`config.mk`:
```
export PLATFORM = sky130hd
export DESIGN_NAME = abs_diff_serial
export DESIGN_NICKNAME = d
export VERILOG_FILES = /design/src/rtl/abs_diff_pkg.sv /design/src/rtl/two_bit_adder_slice.sv /design/src/rtl/abs_diff_serial.sv
export SDC_FILE = /design/constraint.sdc
export NUM_CORES = 1
export LEC_CHECK = 0
export BUFFER_PORTS_ARGS = -buffer_cell sky130_fd_sc_hd__buf_4
export CORE_MARGIN = 3
export CORE_UTILIZATION = 43
export CTS_CLUSTER_SIZE = 16
export DETAILED_ROUTE_END_ITERATION = 12
export GPL_TIMING_DRIVEN = 1
export SLEW_MARGIN = 40
export SYNTH_ARGS = -nofsm -noshare
export SYNTH_HDL_FRONTEND = slang
export SYNTH_SLANG_ARGS = --single-unit
```
`constraint.sdc`:
```
create_clock -name clk -period 6.4 [get_ports clk]
set_input_delay 0.64 -clock clk [delete_from_list [all_inputs] [get_ports clk]]
set_output_delay 0.64 -clock clk [all_outputs]
set_load 0.05 [all_outputs]
```
`src/rtl/abs_diff_pkg.sv`:
```
// Shared types and constants for the serial absolute-difference unit.
package abs_diff_pkg;

  typedef enum logic [1:0] {
    IDLE = 2'd0,
    SUB  = 2'd1,
    NEG  = 2'd2,
    DONE = 2'd3
  } abs_state_e;

  localparam int SLICE_W = 2;

endpackage

```
`src/rtl/two_bit_adder_slice.sv`:
```
// Combinational 2-bit adder slice with carry in/out, shared by subtract and negate phases.
module two_bit_adder_slice (
  input  logic [1:0] a_i,
  input  logic [1:0] b_i,
  input  logic       cin_i,
  output logic [1:0] sum_o,
  output logic       cout_o
);

  logic [2:0] total;

  always_comb begin
    total  = {1'b0, a_i} + {1'b0, b_i} + {2'b00, cin_i};
    sum_o  = total[1:0];
    cout_o = total[2];
  end

endmodule

```
`src/rtl/abs_diff_serial.sv`:
```
// Serial |a - b| unit, 2 bits per cycle: subtract pass, then an optional negate pass.
// Defining ABS_DIFF_SIGN_EN adds the registered a_lt_b output.
module abs_diff_serial
  import abs_diff_pkg::*;
#(
  parameter int WIDTH = 8
) (
  input  logic             clk,
  input  logic             rst,
  input  logic             start,
  input  logic [WIDTH-1:0] a,
  input  logic [WIDTH-1:0] b,
  output logic             busy,
  output logic             done,
`ifdef ABS_DIFF_SIGN_EN
  output logic [WIDTH-1:0] result,
  output logic             a_lt_b
`else
  output logic [WIDTH-1:0] result
`endif
);

  localparam int STEPS = WIDTH / SLICE_W;
  localparam int IDX_W = (STEPS > 1) ? $clog2(STEPS) : 1;
  localparam logic [IDX_W-1:0] LAST_IDX = IDX_W'(STEPS - 1);

  abs_state_e       state_q, state_d;
  logic [WIDTH-1:0] aOp_q, aOp_d, bOp_q, bOp_d;
  logic [WIDTH-1:0] work_q, work_d, result_q, result_d;
  logic [IDX_W-1:0] idx_q, idx_d;
  logic             carry_q, carry_d;
  logic             done_q, done_d;
`ifdef ABS_DIFF_SIGN_EN
  logic             subCarry_q, subCarry_d;
  logic             aLtB_q, aLtB_d;
`endif

  logic [SLICE_W-1:0] addA, addB, addSum;
  logic               addCout;
  int                 sliceBase;

  // The parent selects the adder operands: a + ~b while subtracting, ~D + 0 while negating.
  always_comb begin
    sliceBase = int'(idx_q) * SLICE_W;
    addA      = '0;
    addB      = '0;
    case (state_q)
      SUB: begin
        addA = aOp_q[sliceBase +: SLICE_W];
        addB = ~bOp_q[sliceBase +: SLICE_W];
      end
      NEG: begin
        addA = ~work_q[sliceBase +: SLICE_W];
        addB = '0;
      end
      default: ;
    endcase
  end

  two_bit_adder_slice uSlice (
    .a_i   (addA),
    .b_i   (addB),
    .cin_i (carry_q),
    .sum_o (addSum),
    .cout_o(addCout)
  );

  always_comb begin
    state_d  = state_q;
    aOp_d    = aOp_q;
    bOp_d    = bOp_q;
    work_d   = work_q;
    result_d = result_q;
    idx_d    = idx_q;
    carry_d  = carry_q;
    done_d   = 1'b0;
`ifdef ABS_DIFF_SIGN_EN
    subCarry_d = subCarry_q;
    aLtB_d     = aLtB_q;
`endif
    case (state_q)
      IDLE: begin
        if (start) begin
          aOp_d   = a;
          bOp_d   = b;
          carry_d = 1'b1;
          idx_d   = '0;
          state_d = SUB;
        end
      end
      SUB: begin
        work_d[sliceBase +: SLICE_W] = addSum;
        carry_d = addCout;
        idx_d   = idx_q + 1'b1;
        if (idx_q == LAST_IDX) begin
          idx_d = '0;
`ifdef ABS_DIFF_SIGN_EN
          subCarry_d = addCout;
`endif
          // A final carry of 0 means a < b, so the difference must be negated.
          if (addCout) begin
            state_d = DONE;
          end else begin
            carry_d = 1'b1;
            state_d = NEG;
          end
        end
      end
      NEG: begin
        work_d[sliceBase +: SLICE_W] = addSum;
        carry_d = addCout;
        idx_d   = idx_q + 1'b1;
        if (idx_q == LAST_IDX) begin
          idx_d   = '0;
          state_d = DONE;
        end
      end
      DONE: begin
        result_d = work_q;
        done_d   = 1'b1;
`ifdef ABS_DIFF_SIGN_EN
        aLtB_d = ~subCarry_q;
`endif
        state_d = IDLE;
      end
      default: state_d = IDLE;
    endcase
  end

  always_ff @(posedge clk or posedge rst) begin
    if (rst) begin
      state_q  <= IDLE;
      aOp_q    <= '0;
      bOp_q    <= '0;
      work_q   <= '0;
      result_q <= '0;
      idx_q    <= '0;
      carry_q  <= 1'b0;
      done_q   <= 1'b0;
`ifdef ABS_DIFF_SIGN_EN
      subCarry_q <= 1'b0;
      aLtB_q     <= 1'b0;
`endif
    end else begin
      state_q  <= state_d;
      aOp_q    <= aOp_d;
      bOp_q    <= bOp_d;
      work_q   <= work_d;
      result_q <= result_d;
      idx_q    <= idx_d;
      carry_q  <= carry_d;
      done_q   <= done_d;
`ifdef ABS_DIFF_SIGN_EN
      subCarry_q <= subCarry_d;
      aLtB_q     <= aLtB_d;
`endif
    end
  end

  assign busy   = (state_q == SUB) || (state_q == NEG);
  assign done   = done_q;
  assign result = result_q;
`ifdef ABS_DIFF_SIGN_EN
  assign a_lt_b = aLtB_q;
`endif

endmodule
```
## After elaboration in Yosys (flattened, before gate mapping)

Cells that the tools add are included.

| cells by class | value |
|---|---|
| multiplexer cells | 15 |
| add/subtract/negate cells | 4 |
| bitwise logic cells | 2 |
| reductions and logical operators | 9 |
| shift operators | 5 |
| eq/ne operators | 7 |

Operator list:

| kind | count |
|---|---|
| negator 3 -> 33 bit | 1 |
| variable shift 2 x 33 -> 8 bit, first input constant | 1 |
| variable part select 2 x 33 -> 8 bit | 1 |
| variable part select 8 x 4 -> 2 bit | 3 |
| two-way mux 2 bit | 6 |
| bitwise mux 8 bit | 1 |
| case mux 2 bit (2 select lines) | 2 |
| case mux 2 bit (4 select lines) | 1 |
| == test 2 bit, second input constant | 3 |
| inequality test 2 bit, second input constant | 3 |
| AND reduction 2 bit | 3 |
| two-way mux 1 bit | 4 |
| NOT 2 bit | 2 |
| adder 2 x 2 -> 3 bit | 1 |
| adder 3 x 1 -> 3 bit | 1 |
| case mux 1 bit (3 select lines) | 1 |
| AND reduction 3 bit | 1 |
| nonzero test 3 bit | 1 |
| adder 2 x 1 -> 2 bit, second input constant | 1 |
| == test 2 x 1 -> 1 bit, second input constant | 1 |
| zero test 2 bit | 1 |
| nonzero test 2 bit | 1 |
| OR reduction 2 bit | 1 |
| logical OR 1 bit | 1 |

| storage, ports and cells | value |
|---|---|
| register bits | 38 |
| output and inout bits | 10 |

## Longest topological paths before layout

| logic depth | value |
|---|---|
| depth after elaboration | 8 |
| mapped depth | 12 |
| mapped depth without buffers | 11 |

## By module

A second synthesis with hierarchy kept.

| second synthesis, totals | value |
|---|---|
| cells, all modules | 149 |
| area, all modules | 1924.3 um2 |

Modules (own cells, without submodules):

| module | instances | area an instance (um2) | seq. area each (um2) | cells an instance |
|---|---|---|---|---|
| abs_diff_serial | 1 | 1854.3 | 950.9 | 139 |
| two_bit_adder_slice | 1 | 70.1 | 0.0 | 10 |

## Worst setup path before layout

Ideal clock, no wire load.

| path | value |
|---|---|
| path kind | register -> register |
| from | reg state_q[0] |
| to | reg work_q[7] |
| arrival time | 2.910 ns |
| buffers on the path | 1 |
| setup slack | 3.372 ns |
| stages on the path, launching flop included | 13 |
| period minus slack after synthesis | 3.028 ns |
| library setup time | 0.118 ns |
| data required time | 6.282 ns |
| path through | dfrtp_1 -> inv_1 -> ha_1 -> clkbuf_1 -> nand2_1 -> nor2_1 -> a31oi_1 -> fa_1 -> inv_1 -> fa_1 -> nor2b_1 -> nor4b_1 -> a21o_1 |

| between the ends | value |
|---|---|
| word-level cells in the longest chain between the ends | 6 |
| elaborated cells on any way between the ends | 9 |
| classes of those cells | 2 x add/sub; 2 x eq/ne; 1 x shift; 3 x mux; 1 x reduce/logical |

Ends and longest elaborated chain:

| what | line | text |
|---|---|---|
| from (decl) | abs_diff_serial.sv:27 | `abs_state_e state_q, state_d;` |
| from (signal assigned) | abs_diff_serial.sv:145 | `state_q <= state_d;` |
| == test 2 bit or == test 2 x 1 -> 1 bit (tied branches) | abs_diff_serial.sv:47, abs_diff_serial.sv:81 |  |
| case mux 2 bit (2 select lines) or two-way mux 2 bit (tied branches) | abs_diff_serial.sv:47 | `case (state_q)` |
| adder 2 x 2 -> 3 bit | two_bit_adder_slice.sv:13 | `total = {1'b0, a_i} + {1'b0, b_i} + {2'b00, cin_i};` |
| adder 3 x 1 -> 3 bit | two_bit_adder_slice.sv:13 |  |
| variable part select 2 x 33 -> 8 bit | abs_diff_serial.sv:92, abs_diff_serial.sv:110 |  |
| bitwise mux 8 bit | abs_diff_serial.sv:92, abs_diff_serial.sv:110 |  |
| to (signal assigned) | abs_diff_serial.sv:148 | `work_q <= work_d;` |
| to (decl) | abs_diff_serial.sv:29 | `logic [WIDTH-1:0] work_q, work_d, result_q, result_d;` |

Parallel ways exist; a longest one is shown, timed or not.
A chain may end at the register's enable or synchronous reset.

## Worst setup path in the final report

| path | value |
|---|---|
| from | reg idx_q[0] |
| to | reg work_q[7] |

| between the ends | value |
|---|---|
| word-level cells in the longest chain between the ends | 7 |
| elaborated cells on any way between the ends | 13 |
| classes of those cells | 3 x add/sub; 5 x shift; 3 x mux; 2 x bitwise |

Ends and longest elaborated chain:

| what | line | text |
|---|---|---|
| from (decl) | abs_diff_serial.sv:30 | `logic [IDX_W-1:0] idx_q, idx_d;` |
| from (signal assigned) | abs_diff_serial.sv:150 | `idx_q <= idx_d;` |
| variable part select 8 x 4 -> 2 bit, on equally long branches | abs_diff_serial.sv:53, abs_diff_serial.sv:50 |  |
| NOT 2 bit, on equally long branches | abs_diff_serial.sv:53, abs_diff_serial.sv:50 |  |
| case mux 2 bit (2 select lines) or two-way mux 2 bit (tied branches) | abs_diff_serial.sv:47 |  |
| adder 2 x 2 -> 3 bit | two_bit_adder_slice.sv:13 |  |
| adder 3 x 1 -> 3 bit | two_bit_adder_slice.sv:13 |  |
| variable part select 2 x 33 -> 8 bit | abs_diff_serial.sv:92, abs_diff_serial.sv:110 |  |
| bitwise mux 8 bit * | abs_diff_serial.sv:92, abs_diff_serial.sv:110 |  |

Every way passes the cells marked *; elsewhere a longest branch is shown, timed or not.

==> flow_summary.json <==
{
  "hold_class": "in2async",
  "worstPathMaxFanout": 17,
  "placed_area_um2": 2150,
  "synth_edf_count": 0,
  "slowest_stage": "dfrtp_1",
  "gp_congestion": 0.916,
  "dr.pass1.iters": 7,
  "syn_nets": 180,
  "drive_gt1_share_pct": 36.2,
  "synth_cells": 148,
  "grt_antenna_before_repair": 0,
  "power.total_mw": 1.24,
  "cts_inserted_buffers": 5,
  "synthFlopType": "dfrtp_1",
  "synth_top_family_by_area": "multiplexers",
  "tns_ps": 0,
  "hold_violations": 0,
  "synth.most_common_cell": "dfrtp_1",
  "syn-cell-area_um2": 1920,
  "dr.first_iter.drc_count": 46,
  "start_util_pct": 46.3,
  "worst_setup_path_start_kind": "register",
  "synth_commonest_cells": "dfrtp_1 (38), mux2_2 (25), nand2_1 (14)",
  "yosysUniqueCellTypes": 29,
  "setup_viol": 0,
  "ys_seq_area_share_pct": 49.6,
  "cap_violations": 0,
  "fin_skew_ps": 1.37,
  "power.density_nw_per_um2": 556,
  "netlist.area_leader.share_pct": 49.6,
  "ant_nets": 0,
  "worst_ep_required_time_ps": 6580,
  "syn_area_per_cell_um2": 13.0,
  "synthXorXnorAreaFrac_pct": 0,
  "wl_per_cell_um": 14.7,
  "worstSetupPathType": "reg2reg",
  "slew_viol_final": 0,
  "rsz0062_at_grt": "false",
  "crit_family": "adder cells",
  "diodes": 0,
  "cp_num_buf_inv": 1,
  "synth_compound_area_share_pct": 7.25,
  "fin_area_um2": 2240,
  "insertion_delay_ps": 280,
  "async_flop_share_pct": 100,
  "vias": 1223,
  "grt_start_max_net_pins": 39,
  "path_cells": "mux4_1 -> nor2_1 -> a31oi_1 -> fa_1 -> inv_1 -> fa_1 -> nor2b_1 -> nor4b_1 -> a21o_1",
  "max_stage_delay_ps": 750,
  "htree_levels": 2,
  "clock_sinks": 38,
  "crit_arrival_ps": 3220,
  "grt_pass1_wl_um": 5800,
  "area_growth_pct": 16.7,
  "crit_path_end_kind": "register",
  "synthMuxAreaShare_pct": 22.5,
  "yosysWarningCount": 0,
  "grt-ovfl-total": 0,
  "dp_hpwl_um": 2490,
  "via_per_inst": 5.39,
  "fin_crit_sh_pct": 47.6,
  "chipWidth_um": 72.8,
  "nets": 210,
  "die_h_um": 72.8,
  "max_freq_mhz": 329,
  "synth_area_leaders": "dfrtp_1 (50%), mux2_2 (15%), ha_1 (7.2%)",
  "die-area_um2": 5290,
  "grt_use_total_pct": 14.4,
  "ctsLongestPathBuffers": 2,
  "ctsHoldBuffers": 0,
  "peakVddDrop_mv": 0.230,
  "num_rows": 23,
  "cts_resized": 0,
  "slew_headroom_pct": 57.5,
  "finalCriticalPeriod_ps": 3040,
  "io_buffer_count": 28,
  "cts_tree": "built",
  "fillCellCount": 382,
  "routed_wl_um": 3330,
  "status": "complete, no violations",
  "yosys.area.top_type": "dfrtp_1",
  "num_io_pins": 29,
  "cts.root.buffer_cell": "clkbuf_8",
  "core_um2": 4140,
  "synth-simple-area-share_pct": 7.57,
  "crit_path_frequent_cell": "fa_1",
  "grt_pass1_vias": 1271,
  "clk_pin_slew_ps": 70,
  "route.detailed.drc": 0,
  "worst_pin_slew_ps": 637,
  "cts_setup_buffers": 0,
  "ys_ff_latch": 38,
  "yosys.area_share.adder_pct": 9.27,
  "total_leakage_power_nw": 1.07
}
-- layer usage --
| layer | GRT usage, % | share of wire (%) |
|---|---|---|
| met1 | 17.5 | 43 |
| met4 | 4.92 | 0.81 |
| met3 | 5.37 | 5.4 |
| met5 | 0 | 0 |
| met2 | 23.6 | 51 |
-- worst reg2reg max path, stage by stage (launching register included) --
cell	delay, ps
dfrtp_1	750
mux4_1	650
nor2_1	100
a31oi_1	60
fa_1	410
inv_1	70
fa_1	420
nor2b_1	160
nor4b_1	150
a21o_1	150
-- cells in the final DEF, fill, tap and decap left out, types with 6 or more instances in the layout --
master | netlist | final
nand2_1 | 14 | 14
o21ai_0 | 9 | 9
ha_1 | 11 | 11
mux2_2 | 25 | 25
buf_4 | 0 | 29
dfrtp_1 | 38 | 38
clkbuf_8 | 0 | 6
nor2_1 | 6 | 6
inv_1 | 8 | 8
-- state kept, by name (all words and copies together) (netlist names) --
name and count:
bOp_q 8, carry_q 1, result 8, done 1, idx_q 2, state_q 2
aOp_q 8, work_q 8
-- area by class of cell --
class	count	area (um2)	area share, %
flip-flops and latches	38	951	42.5
inverters	8	30.0	1.34
clock buffers	6	82.6	3.69
well taps	50	62.6	2.80
multi-input cells	96	893	39.9
repair buffers	29	218	9.73
-- report_power, final --
part	total (mW)	internal, mW	switching, mW
clock network	0.158	0.0829	0.0746
logic	0.648	0.297	0.352
registers	0.438	0.352	0.0866
-- metrics by stage --
| step | util (%) | cells | setup slack [ps] | hold WS (ps) |
|---|---|---|---|---|
| CTS | 54.0 | 227 | 3360 | 479 |
| detailed placement | 52.0 | 221 | 3390 | 495 |
| global route | 54.0 | 227 | 3200 | 496 |
| floorplan | - | 148 | 3370 | 458 |
| finish | 54.0 | 227 | 3360 | 461 |
| global placement | 52.0 | 221 | 3430 | 484 |
-- worst paths after layout --
| check | start | end | slack (ps) | depth (start not counted) |
|---|---|---|---|---|
| min reg2reg | aOp_q[2] | aOp_q[2] | 510 | 1 |
| min | rst | aOp_q[5] | 460 | 3 |
| min in group clk | aOp_q[2] | aOp_q[2] | 510 | 1 |
| max | idx_q[0] | work_q[7] | 3360 | 9 |
| max in group asynchronous | rst | result[5] | 5610 | 3 |
| max reg2reg | idx_q[0] | work_q[7] | 3360 | 9 |
-- cell families after synthesis --
group | after synthesis
compound gates | 21
fa+ha+maj | 13
buf+inv | 14
flops | 38
mux | 31
simple gates | 31
Power figures use the tool's default switching activity.
